<file path="config.mk">
export PLATFORM = sky130hd
export DESIGN_NAME = fetch_stage
export DESIGN_NICKNAME = d
export VERILOG_FILES = /design/src/rtl/fetch_stage.sv
export SDC_FILE = /design/constraint.sdc
export NUM_CORES = 1
export LEC_CHECK = 0
export ABC_AREA = 1
export CAP_MARGIN = 25
export CORE_AREA = 3 3 144 146
export DETAILED_ROUTE_END_ITERATION = 16
export DIE_AREA = 0 0 147 149
export PLACE_DENSITY = 0.68
export SLEW_MARGIN = 10
export SYNTH_ARGS = -nofsm -noshare
export SYNTH_HDL_FRONTEND = slang
export SYNTH_SLANG_ARGS = --single-unit
</file>
<file path="constraint.sdc">
create_clock -name clk -period 2.8 [get_ports clk]
set_input_delay 0.56 -clock clk [delete_from_list [all_inputs] [get_ports clk]]
set_output_delay 0.56 -clock clk [all_outputs]
set_load 0.05 [all_outputs]
</file>
<file path="src/rtl/fetch_stage.sv">
// Instruction fetch: boot-vector load, two-word assembly, redirects, interrupt entry into IF/ID.
// Latency: one edge from fetch to IF/ID; two-word instructions issue after a one-slot bubble.
// Backpressure: stall holds PC, state and IF/ID; redirects override stall.
module fetch_stage #(
    parameter int unsigned       ADDR_W     = 32,
    parameter int unsigned       IMM_BIT    = 15,
    parameter logic [ADDR_W-1:0] BOOT_ADDR  = '0,
    parameter logic [ADDR_W-1:0] INT_VECTOR = 32'h0000_0002,
    parameter logic [15:0]       NOP        = 16'h0000
) (
    input  logic              clk,
    input  logic              reset,
    output logic [ADDR_W-1:0] imem_addr,
    input  logic [15:0]       imem_data,
    input  logic              stall,
    input  logic              flush,
    input  logic              jump_taken,
    input  logic [ADDR_W-1:0] jump_target,
    input  logic              pc_load_mem,
    input  logic [ADDR_W-1:0] pc_mem_value,
    input  logic              interrupt_signal,
    output logic [15:0]       instruction_r,
    output logic [15:0]       immediate_r,
    output logic [ADDR_W-1:0] PC_r,
    output logic              interrupt_r,
    output logic              valid_r
);

    typedef enum logic [1:0] {
        BOOT_HI = 2'd0,
        BOOT_LO = 2'd1,
        RUN     = 2'd2,
        IMM     = 2'd3
    } state_t;

    state_t            state, state_nxt;
    logic [ADDR_W-1:0] pc, pc_nxt;
    logic [15:0]       boot_hi, boot_hi_nxt;
    logic [15:0]       imm_word, imm_word_nxt;
    logic              int_pending, int_pending_nxt;
    logic              int_prev;

    logic [15:0]       ins_nxt, imm_nxt;
    logic [ADDR_W-1:0] pcr_nxt;
    logic              intr_nxt, vld_nxt;

    logic              int_rise, int_req;
    logic [ADDR_W-1:0] pc_inc;

    // A rising edge counts in the same cycle so the interrupted PC is the one being fetched.
    assign int_rise = interrupt_signal & ~int_prev;
    assign int_req  = int_pending | int_rise;
    assign pc_inc   = pc + ADDR_W'(1);

    always_comb begin
        imem_addr = pc;
        case (state)
            BOOT_HI: imem_addr = BOOT_ADDR;
            BOOT_LO: imem_addr = BOOT_ADDR + ADDR_W'(1);
            default: imem_addr = pc;
        endcase
    end

    always_comb begin
        state_nxt       = state;
        pc_nxt          = pc;
        boot_hi_nxt     = boot_hi;
        imm_word_nxt    = imm_word;
        int_pending_nxt = int_req;
        ins_nxt         = instruction_r;
        imm_nxt         = immediate_r;
        pcr_nxt         = PC_r;
        intr_nxt        = interrupt_r;
        vld_nxt         = valid_r;

        case (state)
            BOOT_HI: begin
                boot_hi_nxt = imem_data;
                state_nxt   = BOOT_LO;
            end
            BOOT_LO: begin
                pc_nxt    = ADDR_W'({boot_hi, imem_data});
                state_nxt = RUN;
            end
            default: begin
                if (pc_load_mem || jump_taken || flush) begin
                    // Any of these leaves a bubble and drops a half-fetched instruction.
                    ins_nxt   = NOP;
                    imm_nxt   = '0;
                    pcr_nxt   = '0;
                    intr_nxt  = 1'b0;
                    vld_nxt   = 1'b0;
                    state_nxt = RUN;
                    if (pc_load_mem) begin
                        pc_nxt = pc_mem_value;
                    end else if (jump_taken) begin
                        pc_nxt = jump_target;
                    end else if (state == RUN) begin
                        pc_nxt = pc_inc;
                    end
                end else if (stall) begin
                    state_nxt = state;
                end else if (state == IMM) begin
                    ins_nxt   = imm_word;
                    imm_nxt   = imem_data;
                    pcr_nxt   = pc_inc;
                    intr_nxt  = 1'b0;
                    vld_nxt   = 1'b1;
                    pc_nxt    = pc_inc;
                    state_nxt = RUN;
                end else if (int_req) begin
                    ins_nxt         = NOP;
                    imm_nxt         = '0;
                    pcr_nxt         = pc;
                    intr_nxt        = 1'b1;
                    vld_nxt         = 1'b1;
                    pc_nxt          = INT_VECTOR;
                    int_pending_nxt = 1'b0;
                end else if (imem_data[IMM_BIT]) begin
                    imm_word_nxt = imem_data;
                    ins_nxt      = NOP;
                    imm_nxt      = '0;
                    pcr_nxt      = '0;
                    intr_nxt     = 1'b0;
                    vld_nxt      = 1'b0;
                    pc_nxt       = pc_inc;
                    state_nxt    = IMM;
                end else begin
                    ins_nxt  = imem_data;
                    imm_nxt  = '0;
                    pcr_nxt  = pc_inc;
                    intr_nxt = 1'b0;
                    vld_nxt  = 1'b1;
                    pc_nxt   = pc_inc;
                end
            end
        endcase
    end

    always_ff @(posedge clk or negedge reset) begin
        if (!reset) begin
            state         <= BOOT_HI;
            pc            <= '0;
            boot_hi       <= '0;
            imm_word      <= '0;
            int_pending   <= 1'b0;
            int_prev      <= 1'b0;
            instruction_r <= NOP;
            immediate_r   <= '0;
            PC_r          <= '0;
            interrupt_r   <= 1'b0;
            valid_r       <= 1'b0;
        end else begin
            state         <= state_nxt;
            pc            <= pc_nxt;
            boot_hi       <= boot_hi_nxt;
            imm_word      <= imm_word_nxt;
            int_pending   <= int_pending_nxt;
            int_prev      <= interrupt_signal;
            instruction_r <= ins_nxt;
            immediate_r   <= imm_nxt;
            PC_r          <= pcr_nxt;
            interrupt_r   <= intr_nxt;
            valid_r       <= vld_nxt;
        end
    end

endmodule

</file>
# Word-level counts from Yosys, hierarchy flattened
# Cells that the tools add are included.
dict set report op_classes {
  n_bitwise 9
  reduce_logical 9
  addsub 1
  muxes 41
  eq_ne 8
}
# op count
set op_table {}
lappend op_table {{2-to-1 mux 32 bit} 12}
lappend op_table {{one-hot mux 32 bit (2 select lines)} 2}
lappend op_table {{2-to-1 mux 16 bit} 6}
lappend op_table {{adder 32 x 1 -> 32 bit (second input constant)} 1}
lappend op_table {{2-to-1 mux 15 bit} 2}
lappend op_table {{2-to-1 mux 1 bit} 13}
lappend op_table {{2-to-1 mux 2 bit} 5}
lappend op_table {{inverter 1 bit} 7}
lappend op_table {{AND reduction 3 bit} 2}
lappend op_table {{AND reduction 6 bit} 1}
lappend op_table {{!= test 5 x 1 -> 1 bit (second input constant)} 1}
lappend op_table {{!= test 5 x 3 -> 1 bit (second input constant)} 1}
lappend op_table {{nonzero test 5 bit} 1}
lappend op_table {{equality test 2 bit (second input constant)} 2}
lappend op_table {{!= test 4 x 1 -> 1 bit (second input constant)} 1}
lappend op_table {{one-hot mux 2 bit (2 select lines)} 1}
lappend op_table {{!= test 3 x 1 -> 1 bit (second input constant)} 1}
lappend op_table {{equality test 2 x 1 -> 1 bit (second input constant)} 1}
lappend op_table {{zero test 2 bit} 1}
lappend op_table {{logical OR 1 bit} 2}
lappend op_table {{!= test 2 x 1 -> 1 bit (second input constant)} 1}
lappend op_table {{AND reduction 2 bit} 1}
lappend op_table {{OR reduction 2 bit} 1}
lappend op_table {{bitwise AND 1 bit} 1}
lappend op_table {{OR 1 bit} 1}
dict set report word_totals {
  regBits 134
  wordCells 79
  input_bits 87
  output_inout_bits 98
}

# Depth between registers and ports, before layout
# Gate-level depths: netlist of run 1.
dict set report depth {
  word_depth 8
  mapped_depth 12
  mapped_depth_nobuf 12
}

# Least setup slack after synthesis of run 1
# OpenSTA, ideal clock, no wires.
dict set report synth_timing {
  path_kind {reg2out}
  from {register pc[0]}
  to {output port imem_addr[0]}
  path_buffers 0
  path_slack_ns 0.937
  stages_incl_launch_ff 3
  t_required_ns 2.240
  arrival_time_ns 1.303
  cell_sequence {dfrtp_1 > inv_1 > a21oi_1}
}
dict set report synth_between {
  elab_chain_len 1
}
# item line_no
set synth_rtl {}
lappend synth_rtl {{start, declared} 37} ;# logic [ADDR_W-1:0] pc, pc_nxt;
lappend synth_rtl {{start signal, assigned} 155} ;# pc <= pc_nxt;
lappend synth_rtl {{one-hot mux 32 bit (2 select lines)} 57} ;# case (state)
lappend synth_rtl {{end, declared} 13} ;# output logic [ADDR_W-1:0] imem_addr,
# No other way between the ends.

# Worst setup path after layout of run 1
dict set report layout_timing {
  from {register state[1]}
  to {output port imem_addr[10]}
}
dict set report layout_between {
  elab_chain_len 2
  elab_cells_between_ends 3
  cone_classes {1 x eq/ne; 1 x mux; 1 x reduce/logical}
}
# item line_no
set layout_rtl {}
lappend layout_rtl {{start, declared} 36} ;# state_t state, state_nxt;
lappend layout_rtl {{start signal, assigned} 154} ;# state <= state_nxt;
lappend layout_rtl {{equality test 2 x 1 -> 1 bit or zero test 2 bit (tied branches)} 57}
lappend layout_rtl {{one-hot mux 32 bit (2 select lines) *} 57}
# Mark *: on every way between the ends. The rest lies on a longest branch, timed or not.

==> results of run 1 <==
-- layout by cell type, fill, tap and decap left out, types with 2 or more instances in the layout --
master | netlist | routed
inv_2 | 8 | 8
clkinvlp_4 | 0 | 2
nand2_2 | 8 | 8
dfrtp_1 | 134 | 134
a22o_1 | 33 | 33
buf_12 | 0 | 8
a21boi_1 | 22 | 22
clkinv_4 | 0 | 2
nor2_2 | 2 | 2
bufinv_16 | 0 | 2
xor2_1 | 8 | 8
nand3_1 | 49 | 49
o22ai_1 | 14 | 14
o21bai_1 | 4 | 4
nor2_4 | 6 | 6
o21ai_0 | 106 | 106
clkbuf_16 | 0 | 17
nor2_1 | 62 | 62
a21oi_1 | 56 | 56
nand2_1 | 368 | 368
buf_4 | 4 | 47
o21ai_1 | 3 | 3
o221ai_1 | 2 | 2
inv_6 | 0 | 6
a22oi_1 | 3 | 3
clkdlybuf4s50_1 | 0 | 151
nor3_1 | 17 | 17
inv_1 | 118 | 118
-- sequential cells by signal, summed over array words and instances, names as in the netlist --
signal and count:
imm_word 16, instruction_r 16, immediate_r 16, valid_r 1
interrupt_r 1, int_pending 1, int_prev 1, boot_hi 16
state 2, pc 32, PC_r 32
-- report_power, final --
| group | switching [mW] | leakage [nW] | internal, mW |
|---|---|---|---|
| combinational | 0.842 | 2.95 | 0.470 |
| clock | 0.951 | 0.291 | 1.36 |
| sequential | 0.132 | 1.74 | 2.05 |
| total | 1.92 | 4.99 | 3.88 |
-- logic make-up after synthesis --
kind of cell               count (synthesis)  share of synthesized area (%)
DFF                                      134                           43.3
and+or+nand+nor                          513                           26.8
AOI/OAI and AO/OA                        247                           19.1
xor gates and xnor gates                   8                          0.904
adders and majority gates                  1                          0.161
buffers and inverters                    179                           9.70
-- layer usage --
metal / track usage, % / part of all wire (%) / vias up
met2: 38.7 / 46 / 329
met4: 8.39 / 2.6 / 0
li1: - / - / 3838
met5: 0 / 0 / -
met3: 6.23 / 7.8 / 44
met1: 33.3 / 44 / 3735
-- worst paths after layout --
path | to | depth (start not counted) | from
max | imem_addr[10] | 4 | state[1]
min | instruction_r[9] | 1 | reset
max reg2reg | pc[21] | 8 | state[1]
min reg2reg | PC_r[15] | 2 | PC_r[15]
max in group asynchronous | pc[3] | 2 | reset
min in group clk | PC_r[15] | 2 | PC_r[15]
-- area by class of cell --
cell class                      instances  share of cell area, %
Clock inverter                         14                   1.55
Sequential cell                       134                   32.1
Clock buffer                           18                   4.21
Timing Repair Buffer                  207                   19.5
Inverter                              126                   4.53
Tap cell                              265                   3.18
Multi-Input combinational cell        769                   34.9
==> metrics.md, run 1 <==
| Metric | Value |
|---|---|
| Outcome | `finished clean` |
| Final Skew | `8.08 ps` |
| Row cnt | `51` |
| Die area | `21,900 um^2` |
| Cells after Synth | `around 1,100` |
| HPWL after detailed placement | `just under 20,000 um` |
| Worst path max stage delay | `760 ps` |
| TritonCTS clock tree | `built` |
| Most frequent cells after synthesis | `nand2_1 (368), dfrtp_1 (134), inv_1 (118)` |
| Relative slew slack | `a little under half` |
| CP Class | `reg -> out` |
| Req. time, crit path | `2240 ps` |
| Die W | `~150 um` |
| CTS Sinks | `134` |
| GRT Total Usage | `between 20% and 30%` |
| Area contributors post-synth | `dfrtp_1 (43%), nand2_1 (18%), o21ai_0 (6.8%)` |
| Synth Cell Area | `7750 um^2` |
| Arr. time, crit path | `1910 ps` |
| # setup viols final | `0` |
| Initial antenna violation count | `0` |
| Antenna Nets Post-Route | `0` |
| Die height | `roughly 150 um` |
| Synth-to-Final Area Change | `34.7%` |
| Post-synth top area share | `roughly 43%` |
| Clk buf depth | `2` |
| CTS root buf | `clkbuf_16` |
| Post-route clock period utilization | `88.4%` |
| Worst Setup Slack, final | `~330 ps` |
| Clk pin slew, worst setup/hold paths | `60 ps` |
| Max Slew Vio Count | `0` |
| Fillers | `1,897` |
| Final non-filler cell area | `approximately 10,000 um^2` |
| Post-CTS setup buffers | `0` |
| Pwr Density | `556 nW/um^2` |
| Drt total wl | `26,700 um` |
| Worst Path Max Fanout | `23` |
| CTS resizes | `0` |
| Initial core utilization | `39.7%` |
| Max_cap viols | `0` |
| Hold WS | `57.1 ps` |
| ANT cells | `0` |
| CP Capture Type | `output pin` |
| Top delay family on crit path | `flip-flops` |
| Worst-path cell chain | `buf_4 -> nand2_1 -> inv_1 -> buf_4` |
| Skew-Pair Late Insertion Delay | `approximately 430 ps` |
| CTS H-tree depth | `4` |
| Grt total ovfl | `0` |
| Worst setup SP type | `flip-flop` |
| Share of cells above drive strength 1 | `9.07%` |
| Total power | `roughly 5.8 mW` |
| Synth Warn # | `0` |
| Post-Layout Cell Count | `1,533` |
| Leading area contributor after synthesis | `dfrtp_1` |
| Setup TNS | `0 ps` |
| Placed cells | `~1,500` |
| Core Area | `between 15,000 and 20,000 um^2` |
| Vias after detailed routing | `7,946` |
| Pre-CTS worst setup slack | `361 ps` |
| Seq cells post-synth | `approximately 130` |
| Io pins | `185` |
| Clock buffer count from CTS | `17` |
| Initial DRC count | `about 740` |
| Measured slew at the worst slew-check pin | `around 800 ps` |
| Cts hold-fix bufs | `0` |
| Multi-input gate area | `approximately 3600 um^2` |
| Count of input and output buffers | `roughly 180` |
| Count leader, synth | `nand2_1` |
| RSZ-0062 raised after global routing | `false` |
| First-pass GRT wire length | `42,400 um` |
| Tmin final | `2470 ps` |
| Ys async rst share | `100%` |
| Vias per inst | `5.18` |
| Fin. Hold Viols | `0` |
| Vias in the first global route | `7,785` |
| Cell mode on critical path | `buf_4` |
| Sequential area share after synthesis | `43.3%` |
| Gp weighted congestion | `0.969` |
| Syn_nets | `1,170` |
| Fmax | `between 0.4 and 0.5 GHz` |
| Pin count of the biggest net entering global routing | `85` |
| Yosys cell types | `31` |
| Area after DPL | `9840 um^2` |
| Synthesized area per cell | `~7.2 um^2` |
| Buf/Inv on CP | `3` |
| Hold crit path type | `in -> async` |
| Per-cell routed wire length | `17.4 um` |
| Util after Layout | `between 50% and 60%` |
| Sequential Area | `roughly 3400 um^2` |
| Slowest stage cell, crit path | `dfrtp_1` |
| Worst-case vdd ir drop | `0.502 mV` |
| Number of remaining DRC errors | `0` |
| EDFF count, synth | `0` |
| Post-layout net count | `1,343` |
| Setup slack, reg-to-reg | `730 ps` |
| Lkg Pwr | `4.99 nW` |
| Primary flip-flop cell chosen by synthesis mapping | `dfrtp_1` |
| Drt first pass iters | `5` |
No activity file was read; power rests on OpenSTA's default activity.
==> inputs of run 2 (changes only) <==
--- a/config.mk
+++ b/config.mk
@@ -5,11 +5,10 @@
 export SDC_FILE = /design/constraint.sdc
 export NUM_CORES = 1
 export LEC_CHECK = 0
-export ABC_AREA = 1
 export CAP_MARGIN = 25
-export CORE_AREA = 3 3 144 146
+export CORE_AREA = 2 2 140 142
 export DETAILED_ROUTE_END_ITERATION = 16
-export DIE_AREA = 0 0 147 149
+export DIE_AREA = 0 0 142 144
 export PLACE_DENSITY = 0.68
 export SLEW_MARGIN = 10
 export SYNTH_ARGS = -nofsm -noshare
==> run 2 against run 1 <==
  * First-iteration DRC count grew 14%
  * Worst setup slack lost 47 ps
  * Area after synthesis shrank 4.3%
  * Total power grew 5.1%
  * Largest power group is now sequential cells
==> metrics.md, run 2 <==
| Metric | Value |
|---|---|
| Final Skew | `5.13 ps` |
| Post-CTS setup buffers | `0` |
| Initial antenna violation count | `0` |
| Clock buffer count from CTS | `17` |
| CTS Sinks | `between 100 and 150` |
| Initial DRC count | `843` |
| Worst Setup Slack, final | `279 ps` |
| Drt total wl | `between 20,000 and 30,000 um` |
| Most crowded layer after global routing | `met2` |
| GRT Total Usage | `between 20 and 30%` |
| Post-Layout Cell Count | `between 1,000 and 1,500` |
| Cts hold-fix bufs | `0` |
| R2R depth | `6` |
| Post-synth top area share | `45.2%` |
| Most frequent cells in the layout | `clkdlybuf4s50_1 (151), dfrtp_1 (133), nand2_1 (75)` |
| Worst Path Max Fanout | `10` |
| CTS H-tree depth | `4` |
| Post-layout net count | `~1,100` |
| Hold crit path type | `in -> async` |
| Placed cells | `1,212` |
| Commonest non-fill, non-tap cell in the layout | `clkdlybuf4s50_1` |
| Ys async rst share | `100%` |
| Clk pin slew, worst setup/hold paths | `about 60 ps` |
| CTS root buf | `clkbuf_16` |
| Pin count of the biggest net entering global routing | `56` |
| Grt total ovfl | `0` |
| Per-cell routed wire length | `22.8 um` |
| Fmax | `0.397 GHz` |
| Die W | `142 um` |
| Core Area | `19,100 um^2` |
| M2 GR Usage | `between 40% and 50%` |
| TritonCTS clock tree | `built` |
| Syn_nets | `890` |
| ANT cells | `0` |
| Number of remaining DRC errors | `0` |
| CTS resizes | `0` |
| CP Class | `reg -> reg` |
| GR Util met1 | `36.3%` |
| Io pins | `185` |
| RSZ-0062 raised after global routing | `false` |
| Primary flip-flop cell chosen by synthesis mapping | `dfrtp_1` |
| Row cnt | `51` |
| Share of cells above drive strength 1 | `17.9%` |
| Synth Cell Area | `7420 um^2` |
| Util after Layout | `55.1%` |
| Fin. Hold Viols | `0` |
| Drt first pass iters | `6` |
| Cells after Synth | `between 800 and 900` |
| Gp weighted congestion | `about 0.94` |
| Vias in the first global route | `roughly 7,700` |
| Vias after detailed routing | `7,669` |
| Synthesized area per cell | `9.25 um^2` |
| Die area | `20,400 um^2` |
| HPWL after detailed placement | `20,300 um` |
| CP Capture Type | `flip-flop` |
| # setup viols final | `0` |
| Worst setup SP type | `flip-flop` |
| Leading area contributor after synthesis | `dfrtp_1` |
| Pwr Density | `581 nW/um^2` |
| Post-route clock period utilization | `90.0%` |
| Vias per inst | `6.16` |
| Max Slew Vio Count | `0` |
| Antenna Nets Post-Route | `0` |
| Synth-to-Final Area Change | `41.6%` |
| Tmin final | `2520 ps` |
| Yosys cell types | `67` |
| Initial core utilization | `between 30% and 40%` |
| Worst-case vdd ir drop | `0.483 mV` |
| Total power | `6.10 mW` |
| Measured slew at the worst slew-check pin | `715 ps` |
| Skew-Pair Late Insertion Delay | `420 ps` |
| Lkg Pwr | `4.37 nW` |
| Count leader, synth | `dfrtp_1` |
| Max_cap viols | `0` |
| EDFF count, synth | `0` |
| Pre-CTS worst setup slack | `approximately 120 ps` |
| Clk buf depth | `2` |
| Grt met3 use | `around 6.7%` |
| First-pass GRT wire length | `between 40,000 and 50,000 um` |
| Relative slew slack | `51.9%` |
| RR Startpoint | `pc[0]` |
| Count of input and output buffers | `around 180` |
| Reg-to-Reg End | `PC_r[26]` |
| Biggest regs | `PC_r x32, pc x32` |
| Outcome | `finished clean` |
| Die height | `144 um` |
| Seq cells post-synth | `134` |
| Synth Warn # | `0` |
| Sequential area share after synthesis | `45.2%` |
| Setup slack, reg-to-reg | `280 ps` |
| Setup TNS | `0 ps` |
| Area contributors post-synth | `dfrtp_1 (45%), mux2_2 (5.0%), o21ai_0 (4.7%)` |
| Most frequent cells after synthesis | `dfrtp_1 (134), nand2_1 (76), o21ai_0 (69)` |
| Arr. time, crit path | `~2800 ps` |
| Req. time, crit path | `3100 ps` |
## run 2: cell count changes in the layout (fill, tap and decap cells not counted), sizes merged, moves of 21 or more
| cell | previous run | this run |
|---|---|---|
| a21boi | 22 | 0 |
| nand2 | 376 | 76 |
| inv | 133 | 17 |
| a22oi | 3 | 27 |
| mux2 | 0 | 33 |
| and2 | 1 | 22 |
| o21ai | 111 | 70 |
| nand3 | 49 | 26 |
| buf | 56 | 91 |
## run 2: how the worst max path moves through the flow
stage,startpoint,depth (start not counted),to,slack [ps]
after floorplan,jump_taken,7,imm_word[10],710
after detailed placement,flush,6,pc[12],120
after global placement,flush,6,pc[12],190
after CTS,state[1],4,imem_addr[18],110
after global routing,pc[0],6,PC_r[26],230
final,pc[0],6,PC_r[26],280
## run 2: worst max-delay path: stages, from the launching register on
cell and delay [ps]:
dfrtp_1 560, ha_1 360, and3_1 290, nand4_1 170
nor4b_1 560, o21ai_0 150, a221o_1 300
## run 2: layout make-up
class / instances / area, um^2
timing repair buffer: 242 / 2460
multi-input combinational: 581 / 3720
fill: 1668 / 8570
clock inverter: 12 / 153
clock buffer: 20 / 457
tap: 238 / 298
sequential: 134 / 3350
inverter: 17 / 63.8
## run 2: cells by family after synthesis
logic type	Yosys count	share of synthesized area (%)
AOI/OAI and AO/OA	264	24.4
and+or+nand+nor	272	19.1
buffers and inverters	87	4.82
DFF	134	45.2
xor gates and xnor gates	7	0.826
adders and majority gates	1	0.169
muxes	37	5.55
## run 2: metal layers
metal	part of all wire, %	vias up
met2	46	454
met1	40	3707
met5	0	-
met4	4.4	0
li1	-	3414
met3	9.5	94
## run 2: through the flow
stage               hold WS [ps]  cell area, um^2
floorplan                    264             7420
global placement             453             9890
detailed placement           464             9890
CTS                          116            10500
global route                 125            10500
finish                      93.6            10500
## run 2: report_power, final
group | leakage (nW) | switching (mW) | internal (mW)
Sequential | 1.76 | 0.212 | 2.11
Clock | 0.288 | 0.876 | 1.44
Combinational | 2.32 | 0.841 | 0.614
